$ cat src/rtl/rx_cmd_pkg.sv
// rx_cmd_pkg: shared definitions for the RX command sequencer.
//   - command word bit positions
//   - FSM state constants
//   - settings-bus address offsets of the three burst words
//   - granted-request struct and a chain-lock helper
package rx_cmd_pkg;

    // Command word layout: {send_at, chain, reload, stop, len[27:0]}
    localparam int CMD_SEND_AT = 31;
    localparam int CMD_CHAIN   = 30;
    localparam int CMD_RELOAD  = 29;
    localparam int CMD_STOP    = 28;
    localparam int CMD_LEN_MSB = 27;
    localparam int CMD_LEN_LSB = 0;

    // Burst address offsets relative to BASE
    localparam logic [7:0] OFF_CMD = 8'd0;
    localparam logic [7:0] OFF_THI = 8'd1;
    localparam logic [7:0] OFF_TLO = 8'd2;

    // Sequencer FSM states
    localparam logic [2:0] ST_IDLE  = 3'd0;
    localparam logic [2:0] ST_W_CMD = 3'd1;
    localparam logic [2:0] ST_W_THI = 3'd2;
    localparam logic [2:0] ST_W_TLO = 3'd3;
    localparam logic [2:0] ST_GAP   = 3'd4;

    // Payload of the requester selected by the arbiter
    typedef struct packed {
        logic [31:0] cmd;
        logic [63:0] tm;
    } cmd_req_t;

    // A chained command keeps the bus for its requester unless it also stops.
    function automatic logic cmd_sets_lock(input logic [31:0] cmd);
        return cmd[CMD_CHAIN] & ~cmd[CMD_STOP];
    endfunction

endpackage

$ cat src/rtl/rx_cmd_rr_arb2.sv
// rx_cmd_rr_arb2: 2-way round-robin arbiter with a chain-lock mask.
//   clk, reset_n   clock, async active-low reset
//   clear          sync clear (last_grant returns to 1)
//   req[1:0]       qualified requests (valid & idle & credit available)
//   chain_locked   only lock_id may be granted while set
//   lock_id        requester owning the lock
//   grant[1:0]     one-hot combinational grant
//   grant_id       index of the granted requester (valid when |grant)
//   last_grant     most recently granted requester
module rx_cmd_rr_arb2 (
    input  logic       clk,
    input  logic       reset_n,
    input  logic       clear,
    input  logic [1:0] req,
    input  logic       chain_locked,
    input  logic       lock_id,
    output logic [1:0] grant,
    output logic       grant_id,
    output logic       last_grant
);

    logic [1:0] elig;
    logic       last_grant_q;
    logic       last_grant_d;

    always_comb begin
        elig = req;
        if (chain_locked) begin
            elig = lock_id ? {req[1], 1'b0} : {1'b0, req[0]};
        end

        grant    = 2'b00;
        grant_id = 1'b0;
        case (elig)
            2'b01: begin
                grant    = 2'b01;
                grant_id = 1'b0;
            end
            2'b10: begin
                grant    = 2'b10;
                grant_id = 1'b1;
            end
            2'b11: begin
                // Contention: favour whoever did not win last time.
                grant_id = ~last_grant_q;
                grant    = last_grant_q ? 2'b01 : 2'b10;
            end
            default: ;
        endcase

        last_grant_d = last_grant_q;
        if (clear) begin
            last_grant_d = 1'b1;
        end else if (|grant) begin
            last_grant_d = grant_id;
        end
    end

    always_ff @(posedge clk or negedge reset_n) begin
        if (!reset_n) begin
            last_grant_q <= 1'b1;
        end else begin
            last_grant_q <= last_grant_d;
        end
    end

    assign last_grant = last_grant_q;

endmodule

$ cat src/rtl/rx_cmd_sequencer.sv
// rx_cmd_sequencer: turns timed RX commands from two requesters into atomic
// 3-write settings-bus bursts (cmd, time hi, time lo) followed by one idle
// cycle, with round-robin arbitration, chain locking and a credit counter
// bounding commands outstanding in the RX control command FIFO.
//   clk, reset_n           clock, async active-low reset
//   clear                  sync clear, same effect as reset at next edge
//   reqN_valid/ready       requester handshake (ready is combinational)
//   reqN_cmd, reqN_time    command word and 64-bit command time
//   cmd_done               RX control retired one command
//   set_stb/addr/data      registered settings-bus write
//   credits                free credits
//   busy                   a burst is in progress
//   chain_locked           arbitration locked to one requester
//   credit_err             sticky: cmd_done seen with all credits free
module rx_cmd_sequencer
    import rx_cmd_pkg::*;
#(
    parameter logic [7:0] BASE     = 8'd0,
    parameter int         MAX_CMDS = 8,
    localparam int        CW       = $clog2(MAX_CMDS + 1)
) (
    input  logic          clk,
    input  logic          reset_n,
    input  logic          clear,
    input  logic          req0_valid,
    output logic          req0_ready,
    input  logic [31:0]   req0_cmd,
    input  logic [63:0]   req0_time,
    input  logic          req1_valid,
    output logic          req1_ready,
    input  logic [31:0]   req1_cmd,
    input  logic [63:0]   req1_time,
    input  logic          cmd_done,
    output logic          set_stb,
    output logic [7:0]    set_addr,
    output logic [31:0]   set_data,
    output logic [CW-1:0] credits,
    output logic          busy,
    output logic          chain_locked,
    output logic          credit_err
);

    localparam logic [CW-1:0] MAX_C = CW'(MAX_CMDS);

    logic [2:0]    state_q, state_d;
    logic [63:0]   time_q, time_d;
    logic          set_stb_q, set_stb_d;
    logic [7:0]    set_addr_q, set_addr_d;
    logic [31:0]   set_data_q, set_data_d;
    logic [CW-1:0] credits_q, credits_d;
    logic          chain_locked_q, chain_locked_d;
    logic          lock_id_q, lock_id_d;
    logic          credit_err_q, credit_err_d;

    logic [1:0]    arb_req;
    logic [1:0]    grant;
    logic          grant_id;
    logic          last_grant;
    logic          take;
    cmd_req_t      grant_req;

    // Requests only compete while idle, with a credit free, and never in a
    // clear cycle (an acceptance there would be lost by the clear).
    always_comb begin
        arb_req = 2'b00;
        if (state_q == ST_IDLE && credits_q != '0 && !clear) begin
            arb_req = {req1_valid, req0_valid};
        end
    end

    rx_cmd_rr_arb2 u_arb (
        .clk          (clk),
        .reset_n      (reset_n),
        .clear        (clear),
        .req          (arb_req),
        .chain_locked (chain_locked_q),
        .lock_id      (lock_id_q),
        .grant        (grant),
        .grant_id     (grant_id),
        .last_grant   (last_grant)
    );

    assign take       = |grant;
    assign req0_ready = grant[0];
    assign req1_ready = grant[1];
    assign grant_req  = grant_id ? cmd_req_t'{req1_cmd, req1_time}
                                 : cmd_req_t'{req0_cmd, req0_time};

    always_comb begin
        state_d        = state_q;
        time_d         = time_q;
        set_stb_d      = 1'b0;
        set_addr_d     = set_addr_q;
        set_data_d     = set_data_q;
        credits_d      = credits_q;
        chain_locked_d = chain_locked_q;
        lock_id_d      = lock_id_q;
        credit_err_d   = credit_err_q;

        case (state_q)
            ST_IDLE: begin
                if (take) begin
                    // The cmd word goes straight to the bus register; only
                    // the time needs holding for the next two writes.
                    state_d        = ST_W_CMD;
                    time_d         = grant_req.tm;
                    set_stb_d      = 1'b1;
                    set_addr_d     = BASE + OFF_CMD;
                    set_data_d     = grant_req.cmd;
                    chain_locked_d = cmd_sets_lock(grant_req.cmd);
                    if (cmd_sets_lock(grant_req.cmd)) begin
                        lock_id_d = grant_id;
                    end
                end
            end
            ST_W_CMD: begin
                state_d    = ST_W_THI;
                set_stb_d  = 1'b1;
                set_addr_d = BASE + OFF_THI;
                set_data_d = time_q[63:32];
            end
            ST_W_THI: begin
                state_d    = ST_W_TLO;
                set_stb_d  = 1'b1;
                set_addr_d = BASE + OFF_TLO;
                set_data_d = time_q[31:0];
            end
            ST_W_TLO: state_d = ST_GAP;
            ST_GAP:   state_d = ST_IDLE;
            default:  state_d = ST_IDLE;
        endcase

        // Grant and retire in the same cycle cancel out.
        if (take && !cmd_done) begin
            credits_d = credits_q - CW'(1);
        end else if (!take && cmd_done) begin
            if (credits_q == MAX_C) begin
                credit_err_d = 1'b1;
            end else begin
                credits_d = credits_q + CW'(1);
            end
        end

        if (clear) begin
            state_d        = ST_IDLE;
            time_d         = '0;
            set_stb_d      = 1'b0;
            set_addr_d     = '0;
            set_data_d     = '0;
            credits_d      = MAX_C;
            chain_locked_d = 1'b0;
            lock_id_d      = 1'b0;
            credit_err_d   = 1'b0;
        end
    end

    always_ff @(posedge clk or negedge reset_n) begin
        if (!reset_n) begin
            state_q        <= ST_IDLE;
            time_q         <= '0;
            set_stb_q      <= 1'b0;
            set_addr_q     <= '0;
            set_data_q     <= '0;
            credits_q      <= MAX_C;
            chain_locked_q <= 1'b0;
            lock_id_q      <= 1'b0;
            credit_err_q   <= 1'b0;
        end else begin
            state_q        <= state_d;
            time_q         <= time_d;
            set_stb_q      <= set_stb_d;
            set_addr_q     <= set_addr_d;
            set_data_q     <= set_data_d;
            credits_q      <= credits_d;
            chain_locked_q <= chain_locked_d;
            lock_id_q      <= lock_id_d;
            credit_err_q   <= credit_err_d;
        end
    end

    assign set_stb      = set_stb_q;
    assign set_addr     = set_addr_q;
    assign set_data     = set_data_q;
    assign credits      = credits_q;
    assign busy         = (state_q != ST_IDLE);
    assign chain_locked = chain_locked_q;
    assign credit_err   = credit_err_q;

endmodule

$ cat config.mk
export PLATFORM = sky130hd
export DESIGN_NAME = rx_cmd_sequencer
export DESIGN_NICKNAME = d
export VERILOG_FILES = /design/src/rtl/rx_cmd_pkg.sv /design/src/rtl/rx_cmd_rr_arb2.sv /design/src/rtl/rx_cmd_sequencer.sv
export SDC_FILE = /design/constraint.sdc
export NUM_CORES = 1
export LEC_CHECK = 0
export ABC_AREA = 1
export ABC_CLOCK_PERIOD_IN_PS = 4300
export CORE_ASPECT_RATIO = 0.6
export CORE_MARGIN = 1.5
export CORE_UTILIZATION = 30
export DETAILED_ROUTE_END_ITERATION = 10
export PLACE_DENSITY = 0.67
export SKIP_LAST_GASP = 1
export SYNTH_ARGS = -nofsm -noshare
export SYNTH_HDL_FRONTEND = slang
export SYNTH_SLANG_ARGS = --single-unit
$ cat constraint.sdc
create_clock -name clk -period 4.3 [get_ports clk]
set_clock_uncertainty 0.2 [all_clocks]
set_input_delay 0.645 -clock clk [delete_from_list [all_inputs] [get_ports clk]]
set_output_delay 0.645 -clock clk [all_outputs]
set_load 0.005 [all_outputs]
==> results of run 1 <==
## power breakdown
group | switching (µW) | internal (µW)
Clock | 385 | 454
Sequential | 156 | 1340
Combinational | 1020 | 802
Total | 1560 | 2590
## cell type report
cell class	count	area (µm²)
well taps	279	349
fillers	2165	12000
multi-input cells	629	3170
flip-flops and latches	110	2760
clock buffers	12	236
repair buffers	252	2530
clock inverters	4	48.8
inverters	83	320
## metal layers
metal | up-vias | routed length (µm) | GRT usage
li1 | 3171 | - | -
met1 | 2884 | 10500 | 0.269
met2 | 219 | 9280 | 0.294
met3 | 17 | 1790 | 0.0528
met4 | 0 | 209 | 0.0334
met5 | - | 0 | 0
## worst max-delay path, delay by kind of cell
kind,cells,cell delay (ns)
and+or+nand+nor,5,0.69
buffers and inverters,3,1.07
## cells by family (layout without fill, tap and decap cells)
kind of cell | Yosys count | count (layout) | share of synthesized area
adders and majority gates | 3 | 3 | 0.00677
other | 1 | 6 | 0.000563
xor gates and xnor gates | 1 | 1 | 0.00132
and+or+nand+nor | 453 | 453 | 0.296
DFF | 110 | 110 | 0.414
AOI/OAI and AO/OA | 166 | 166 | 0.166
buffers and inverters | 140 | 351 | 0.116
## metrics by stage
step | area [µm²] | cells | util | hold WS [ns]
floorplan | 6680 | 879 | - | 0.149
global placement | 9120 | 1353 | 0.426 | 0.263
detailed placement | 9120 | 1353 | 0.426 | 0.266
CTS | 9410 | 1369 | 0.440 | 0.177
global route | 9410 | 1369 | 0.440 | 0.210
finish | 9410 | 1369 | 0.440 | 0.153
## registers in the layout, summed over array words and instances, names as in the netlist
signal	cells
credit_err	1
state_q	3
chain_locked	1
lock_id_q	1
u_arb.last_grant	1
set_addr	2
set_data	32
time_q	64
set_stb	1
credits	4
## placed cells by master (no fill, tap or decap), drive strengths merged, types with 2 or more instances in the layout
| cell | synthesis | routed |
|---|---|---|
| ha | 2 | 2 |
| clkdlybuf4s50 | 0 | 240 |
| nor3 | 3 | 3 |
| nor2 | 67 | 67 |
| o211ai | 3 | 3 |
| inv | 82 | 82 |
| o22ai | 30 | 30 |
| dfrtp | 108 | 108 |
| nand4 | 8 | 8 |
| dfstp | 2 | 2 |
| buf | 41 | 12 |
| clkinv | 1 | 4 |
| a21oi | 4 | 4 |
| o21ai | 128 | 128 |
| clkbuf | 16 | 12 |
| nand3 | 21 | 21 |
| nand2 | 352 | 352 |
| conb | 1 | 6 |
## how the worst max path moves through the flow
stage,startpoint,to,slack (ns),cells past startpoint
after floorplan,clear,credits[3],1.63,15
after global placement,clear,credits[3],1.03,15
after detailed placement,clear,credits[3],0.96,15
after CTS,clear,req0_ready,1.02,8
after global routing,clear,req0_ready,0.90,8
final,clear,req0_ready,1.02,8
==> out/metrics.yaml, run 1 <==
grt:
  antenna_found_initial: 1
  grtUsageTotal: 0.191
  grt_max_degree: 96
  grt_pass1_vias: 6127
  overflow: 0
  grt_pass1_wl_mm: 34.4
place:
  pre_cts_ws_ns: 0.965
  place_hpwl_mm: 15.5
  routabilityCongestion: 0.848
  portBuffers: 241
synthesis:
  async_flop_share: 1.00
  syn_avg_cell_area_um2: 7.62
  synth-warning-count: 0
  synthFlopType: "dfrtp_1"
  ys_seq_area_frac: 0.414
  synth_edf_count: 0
  synth_area_leaders: "dfrtp_1, nand2_1, o21ai_2"
  synth.most_common_cell: "nand2_1"
  yosysTopAreaCell: "dfrtp_1"
  synth.distinct_cells: 37
  syn_area_mm2: 0.00666
  synth_commonest_cells: "nand2_1, dfrtp_1, inv_1"
  yosysTopAreaCellShare: 0.406
  synth_cells: 874
  synth_seq_cells: 110
timing:
  period_needed_ns: 3.28
  slew_headroom: 0.293
  finalMaxSlewViolations: 0
  timing.fmax_mhz: 305
  fin_ws_ns: 1.02
  setup_violations: 0
  finalSetupTns_ns: 0
  fin_crit_sh: 0.763
  grt_setup_unrepaired: "false"
  worst_pin_slew_ns: 1.06
  finalHoldViolations: 0
route:
  ant_nets: 0
  firstDrtPassIters: 5
  drc_errors: 0
  viasPerCell: 4.60
  drt-wirelength-per-cell_um: 15.9
  drtIter0Drc: 353
  wirelength_mm: 21.8
  num_vias: 6291
pwr:
  fin_total_pwr_uw: 4150
  total_leakage_power_uw: 0.00436
  irDropWorstVdd_v: 0.000232
  p_per_area_mw_per_mm2: 442
clock_network:
  postCtsHoldBufs: 0
  cts_root_buf: "clkbuf_16"
  cts_max_level: 3
  cts_setup_buffers: 0
  cts_buffer_depth: 2
  insertion_delay_ns: 0.35
  cts_tree: "built"
  cts.clk_slew.worst_paths_ns: 0.07
  cts-buffers-inserted: 9
  cts_resized: 0
  cts_sinks: 110
outcome:
  status: "finished, final reports clean"
final_layout:
  area_growth_pct: 41.3
  n_antenna_cell: 0
  drive_gt1_frac: 0.143
  layout.nets: 1286
floorplan:
  row_count: 41
  dieWidth_um: 195
  dieArea_mm2: 0.0231
  start_util: 0.311
  coreArea_mm2: 0.0214
  die_h_um: 118
  ioPinCount: 248
setup_path:
  worst-r2r-setup-slack_ns: 1.21
  worstPathRequired_ns: 3.45
  worstSetupPathType: "input pin to output pin"
  endpoint_kind: "output pin"
  r2r_cells: 9
  crit_slowest_cell: "clkdlybuf4s50_1"
  cp-start-kind: "input pin"
  path_cells: "clkdlybuf4s50_1, clkinv_4, nand3_4, nor2_4, nand3_4, nor3_1, nor2_1, clkdlybuf4s50_1"
  r2r_start: "state_q[2]"
  arrival_ns: 2.43
  crit_path_max_incr_delay_ns: 0.50
  rr_endpoint: "set_addr[0]"
  worst-path-max-fanout: 4
worst_hold_path:
  hold_class: "input pin to async pin"
run:
  maxCapViolCount: 0
Note: power is estimated with default switching activity, not from simulation.
==> run 2, diff against run 1 <==
--- a/config.mk
+++ b/config.mk
@@ -6,7 +6,7 @@
 export NUM_CORES = 1
 export LEC_CHECK = 0
 export ABC_AREA = 1
-export ABC_CLOCK_PERIOD_IN_PS = 4300
+export ABC_CLOCK_PERIOD_IN_PS = 3280
 export CORE_ASPECT_RATIO = 0.6
 export CORE_MARGIN = 1.5
 export CORE_UTILIZATION = 30
==> constraint.sdc (replaced) <==
create_clock -name clk -period 3.28 [get_ports clk]
set_clock_uncertainty 0.2 [all_clocks]
set_input_delay 0.492 -clock clk [delete_from_list [all_inputs] [get_ports clk]]
set_output_delay 0.492 -clock clk [all_outputs]
set_load 0.005 [all_outputs]
==> run 2 against run 1 <==
  * Setup slack got worse by 0.69 ns
  * Utilization rose by 0.50 points
  * Routed wire length fell by 2.3%
  * Register-to-register slack got worse by 0.65 ns
  * Die area did not move
==> out/metrics.yaml, run 2 (synthesis results as in run 1) <==
final_layout:
  largest_reg_flops: 64  # unchanged
  layout.nets: 1293  # +0.54%
  mostFrequentLayoutCell: "nand2_1"
  final_cell_mix: "nand2_1, clkdlybuf4s50_1, dfrtp_1"
  top_register: "time_q"
  area_growth_pct: 42.9
  final_core_util: 0.445  # +0.00503
  n_antenna_cell: 0  # unchanged
  drive_gt1_frac: 0.150  # +0.00652
clock_network:
  insertion_delay_ns: 0.34  # about the same
  cts_buffer_depth: 2  # unchanged
  postCtsHoldBufs: 1  # +1
  cts_tree: "built"
  cts_resized: 0  # unchanged
  cts.clk_slew.worst_paths_ns: 0.07  # about the same
  cts-buffers-inserted: 9  # unchanged
  cts_max_level: 3  # unchanged
  cts_root_buf: "clkbuf_16"
  cts_setup_buffers: 0  # unchanged
  cts_sinks: 110  # unchanged
pwr:
  p_per_area_mw_per_mm2: 570  # +29%
  total_leakage_power_uw: 0.00440  # +0.93%
  irDropWorstVdd_v: 0.000227  # -2.0%
place:
  routabilityCongestion: 0.838  # -1.3%
  place_hpwl_mm: 15.8  # +2.2%
  portBuffers: 241  # unchanged
  pre_cts_ws_ns: 0.124  # -0.840 ns
setup_path:
  cp-start-kind: "input pin"
  crit_slowest_cell: "clkdlybuf4s50_1"
  worst-path-max-fanout: 4  # unchanged
  worstSetupPathType: "input pin to output pin"
  arrival_ns: 2.26  # -0.17 ns
  endpoint_kind: "output pin"
  worstPathRequired_ns: 2.59  # -0.86 ns
  crit_path_max_incr_delay_ns: 0.49  # about the same
  path_cells: "clkdlybuf4s50_1, clkinv_4, nand3_4, nor2_4, nand3_4, nor3_1, nor2_1, clkdlybuf4s50_1"
grt:
  antenna_found_initial: 0  # -1
  overflow: 0  # unchanged
  grt_pass1_vias: 6275  # +2.4%
  grtUsageTotal: 0.186  # -0.00471
  grt_pass1_wl_mm: 33.8  # -1.7%
  grt_max_degree: 60  # -38%
worst_hold_path:
  hold_class: "flip-flop to flip-flop"
timing:
  fin_crit_sh: 0.899
  slew_headroom: 0.369  # +0.0756
  worst_pin_slew_ns: 0.943  # -0.113 ns
  grt_setup_unrepaired: "false"
  setup_violations: 0  # unchanged
  finalSetupTns_ns: 0  # unchanged
  finalMaxSlewViolations: 0  # unchanged
  finalHoldViolations: 0  # unchanged
  fin_ws_ns: 0.330  # -0.690 ns
  period_needed_ns: 2.95
  timing.fmax_mhz: 339
route:
  drc_errors: 0  # unchanged
  drtIter0Drc: 368  # +4.2%
  wirelength_mm: 21.3  # -2.3%
  drt-wirelength-per-cell_um: 15.5  # -2.7%
  viasPerCell: 4.61  # +0.32%
  ant_nets: 0  # unchanged
  firstDrtPassIters: 5  # unchanged
  num_vias: 6339  # +0.76%
outcome:
  status: "finished, final reports clean"
floorplan:
  ioPinCount: 248  # unchanged
  row_count: 41  # unchanged
  dieWidth_um: 195  # unchanged
  start_util: 0.311  # unchanged
  die_h_um: 118  # unchanged
  coreArea_mm2: 0.0214  # unchanged
  dieArea_mm2: 0.0231  # unchanged
run:
  maxCapViolCount: 0  # unchanged
## run 2: cell types whose count changed in the layout (fill, tap and decap cells not counted)
cell,change
clkinvlp_4,+3
buf_4,+1
inv_6,-1
bufinv_16,-1
clkinv_2,-1
clkinv_4,+1
clkbuf_1,-3
buf_12,+5
dlygate4sd3_1,+1
clkbuf_8,+1
## run 2: final timing paths
path,to,from,cells past startpoint,slack (ns)
min,set_data[10],set_data[10],2,0.28
max reg2reg,credits[3],state_q[2],14,0.56
max,req0_ready,clear,8,0.33
min in group asynchronous,set_data[11],reset_n,2,0.41
max in group asynchronous,credits[3],reset_n,3,1.69
min reg2reg,set_data[10],set_data[10],2,0.28
## run 2: power breakdown
part           total, µW  switching [µW]  internal (µW)
clock               1030             501            533
combinational       2440            1340           1100
sequential          1950             202           1750
total               5420            2050           3380
## run 2: worst max-delay path: cells and delay by family
kind                   cells  cell delay [ns]
buffers and inverters      3             1.05
AND/OR/NAND/NOR            5             0.72
## run 2: final cells by class
| type | instances | area [µm²] |
|---|---|---|
| fill | 2141 | 11900 |
| multi-input combinational | 629 | 3170 |
| sequential | 110 | 2760 |
| timing repair buffer | 259 | 2650 |
| tap | 279 | 349 |
| inverter | 83 | 320 |
| clock buffer | 10 | 239 |
| clock inverter | 5 | 36.3 |
## run 2: through the flow
step,cell area (µm²),power [µW],std cells,hold slack [ns]
final,9510,5420,1375,0.284
after global routing,9510,5830,1375,0.295
after CTS,9510,5500,1375,0.285
after detailed placement,9230,4440,1359,0.187
after global placement,9230,4390,1359,0.184
after floorplan,6680,3330,879,-0.00359
## run 2: per-layer routing
layer	routed length, µm	up-vias	global-route usage
li1	-	3187	-
met1	10400	2929	0.263
met2	9110	212	0.290
met3	1580	11	0.0468
met4	125	0	0.0286
met5	0	-	0
==> run 3, diff against run 2 <==
--- a/config.mk
+++ b/config.mk
@@ -12,6 +12,7 @@
 export CORE_UTILIZATION = 30
 export DETAILED_ROUTE_END_ITERATION = 10
 export PLACE_DENSITY = 0.67
+export REMOVE_ABC_BUFFERS = 1
 export SKIP_LAST_GASP = 1
 export SYNTH_ARGS = -nofsm -noshare
 export SYNTH_HDL_FRONTEND = slang
==> run 3 against run 2 <==
  * Count of clock-buffer cells in the layout up 2
  * Flip-flop and latch count unchanged
  * Global-route usage down 0.45 points
  * Utilization down 0.070 points
  * Combinational power about the same
  * Die area unchanged
  * Via count down 1.8%
  * Critical path depth unchanged
  * Critical endpoint unchanged
  * Largest cell class unchanged
  * Highest routed layer unchanged
==> out/metrics.yaml, run 3 (synthesis results as in run 1) <==
route:
  wirelength_mm: 20.5  # -3.7%
  num_vias: 6226  # -1.8%
  ant_nets: 0  # unchanged
  drc_errors: 0  # unchanged
  firstDrtPassIters: 4  # -1
  drt-wirelength-per-cell_um: 14.9  # -3.9%
  drtIter0Drc: 354  # -3.8%
  viasPerCell: 4.52  # -2.0%
timing:
  finalMaxSlewViolations: 0  # unchanged
  grt_setup_unrepaired: "false"
  period_needed_ns: 2.89  # -0.0605 ns
  fin_ws_ns: 0.391  # +0.0605 ns
  finalSetupTns_ns: 0  # unchanged
  worst_pin_slew_ns: 1.00  # +0.0597 ns
  timing.fmax_mhz: 346  # +2.1%
  fin_crit_sh: 0.881  # -0.0184
  slew_headroom: 0.329  # -0.0400
  setup_violations: 0  # unchanged
  finalHoldViolations: 0  # unchanged
pwr:
  clock_power_share: 0.190  # about the same
  p_switching_uw: 2040  # -0.30%
  intPower_uw: 3360  # -0.55%
  total_leakage_power_uw: 0.00439  # -0.14%
  comb_power_share: 0.448  # about the same
  p_seq_frac: 0.362  # +0.002
  irDropWorstVdd_v: 0.000245  # +7.7%
  p_per_area_mw_per_mm2: 569  # -0.30%
  swShare: 0.378  # +0.000598
setup_path:
  worstPathRequired_ns: 2.59  # about the same
  cp-start-kind: "input pin"
  cp_top_family: "buffers and inverters"
  crit_path_max_incr_delay_ns: 0.47  # -0.02 ns
  worstSetupPathType: "input pin to output pin"
  arrival_ns: 2.20  # -0.06 ns
  path_cells: "clkdlybuf4s50_1, clkinv_4, nand3_4, nor2_4, nand3_4, nor3_1, nor2_1, clkdlybuf4s50_1"
  cp.buffers_inverters: 3  # unchanged
  endpoint_kind: "output pin"
  worst-path-max-fanout: 4  # unchanged
  crit_slowest_cell: "clkdlybuf4s50_1"
  worst-r2r-setup-slack_ns: 0.55  # about the same
worst_hold_path:
  hold_class: "flip-flop to flip-flop"
grt:
  grt_pass1_wl_mm: 33.0  # -2.5%
  overflow: 0  # unchanged
  antenna_found_initial: 0  # unchanged
  grt_pass1_vias: 6281  # +0.096%
  grt_max_degree: 88  # +47%
  grtUsageTotal: 0.182  # -0.00449
final_layout:
  mostFrequentLayoutCell: "nand2_1"
  largest_reg_flops: 64  # unchanged
  n_antenna_cell: 0  # unchanged
  final_cell_mix: "nand2_1, clkdlybuf4s50_1, dfrtp_1"
  area_growth_pct: 42.7
  drive_gt1_frac: 0.150  # +0.000501
  fillers: 2219  # +3.6%
  layout.nets: 1295  # +0.15%
  layout.cells.non_filler: 1378  # +0.22%
  top_register: "time_q"
floorplan:
  dieWidth_um: 195  # unchanged
  ioPinCount: 248  # unchanged
  coreArea_mm2: 0.0214  # unchanged
  dieArea_mm2: 0.0231  # unchanged
  die_h_um: 118  # unchanged
  start_util: 0.311  # unchanged
  row_count: 41  # unchanged
place:
  pre_cts_ws_ns: 0.303  # +0.179 ns
  portBuffers: 241  # unchanged
  placed_cells: 1361  # +0.15%
  place_hpwl_mm: 14.8  # -6.4%
  routabilityCongestion: 0.838  # about the same
clock_network:
  cts_setup_buffers: 0  # unchanged
  cts_sinks: 110  # unchanged
  cts_resized: 0  # unchanged
  cts_buffer_depth: 2  # unchanged
  cts_tree: "built"
  cts_root_buf: "clkbuf_16"
  insertion_delay_ns: 0.35  # about the same
  cts.clk_slew.worst_paths_ns: 0.07  # about the same
  cts-buffers-inserted: 9  # unchanged
  cts_max_level: 3  # unchanged
run:
  maxCapViolCount: 0  # unchanged
outcome:
  status: "finished, final reports clean"
[run 3: cell count changes in the layout (fill, tap and decap cells not counted), sizes merged]
cell,delta
clkbuf,+2
inv,+1
buf,+2
clkinv,-2
[run 3: repair_timing]
| action | in CTS | in global routing |
|---|---|---|
| endpoints found under the hold margin | 25 | 0 |
| hold buffers | 1 | 0 |
| setup endpoints to repair | 0 | 0 |
[run 3: power by group through the flow]
| stage | clock network [µW] | logic, µW | registers [µW] |
|---|---|---|---|
| floorplan | 0 | 1190 | 1960 |
| global placement | 0 | 2420 | 1970 |
| detailed placement | 0 | 2450 | 1970 |
| CTS | 1070 | 2460 | 1960 |
| global route | 1120 | 2700 | 2000 |
| finish | 1030 | 2420 | 1950 |
[run 3: final timing paths]
path	cells past startpoint	startpoint	endpoint
min in group asynchronous	2	reset_n	set_data[23]
setup reg to reg	7	state_q[1]	set_data[1]
hold reg to reg	2	set_data[11]	set_data[11]
setup / recovery	8	clear	req0_ready
max in group asynchronous	3	reset_n	credits[3]
hold / removal	2	set_data[11]	set_data[11]
[run 3: layer usage]
metal	vias up	part of all wire	track usage
met5	-	0	0
met4	0	0.0076	0.0325
met3	11	0.078	0.0557
met2	213	0.43	0.281
met1	2809	0.49	0.251
li1	3193	-	-
[run 3: stage by stage]
step	hold WS [ns]	instance area (µm²)	power, µW	utilization
3_3_place_gp	0.252	9220	4390	0.431
5_1_grt	0.311	9500	5830	0.444
6_report	0.281	9500	5400	0.444
2_1_floorplan	-0.00359	6220	3150	-
4_1_cts	0.285	9500	5480	0.444
3_5_place_dp	0.253	9220	4420	0.431
[run 3: area by class of cell]
class                           instances  area, µm²  share of cell area
Multi-Input combinational cell        629       3170               0.334
Sequential cell                       110       2760               0.290
Timing Repair Buffer                  261       2640               0.278
Tap cell                              279        349              0.0368
Inverter                               83        320              0.0337
Clock buffer                           12        236              0.0249
Clock inverter                          4       31.3             0.00329
[run 3: worst register-to-register path, delay by kind of cell (launching register included)]
| family | cells | cell delay, ns |
|---|---|---|
| buffers and inverters | 2 | 0.36 |
| flip-flops | 1 | 0.43 |
| AND/OR/NAND/NOR | 3 | 0.56 |
| AO/OA/AOI/OAI | 2 | 1.13 |
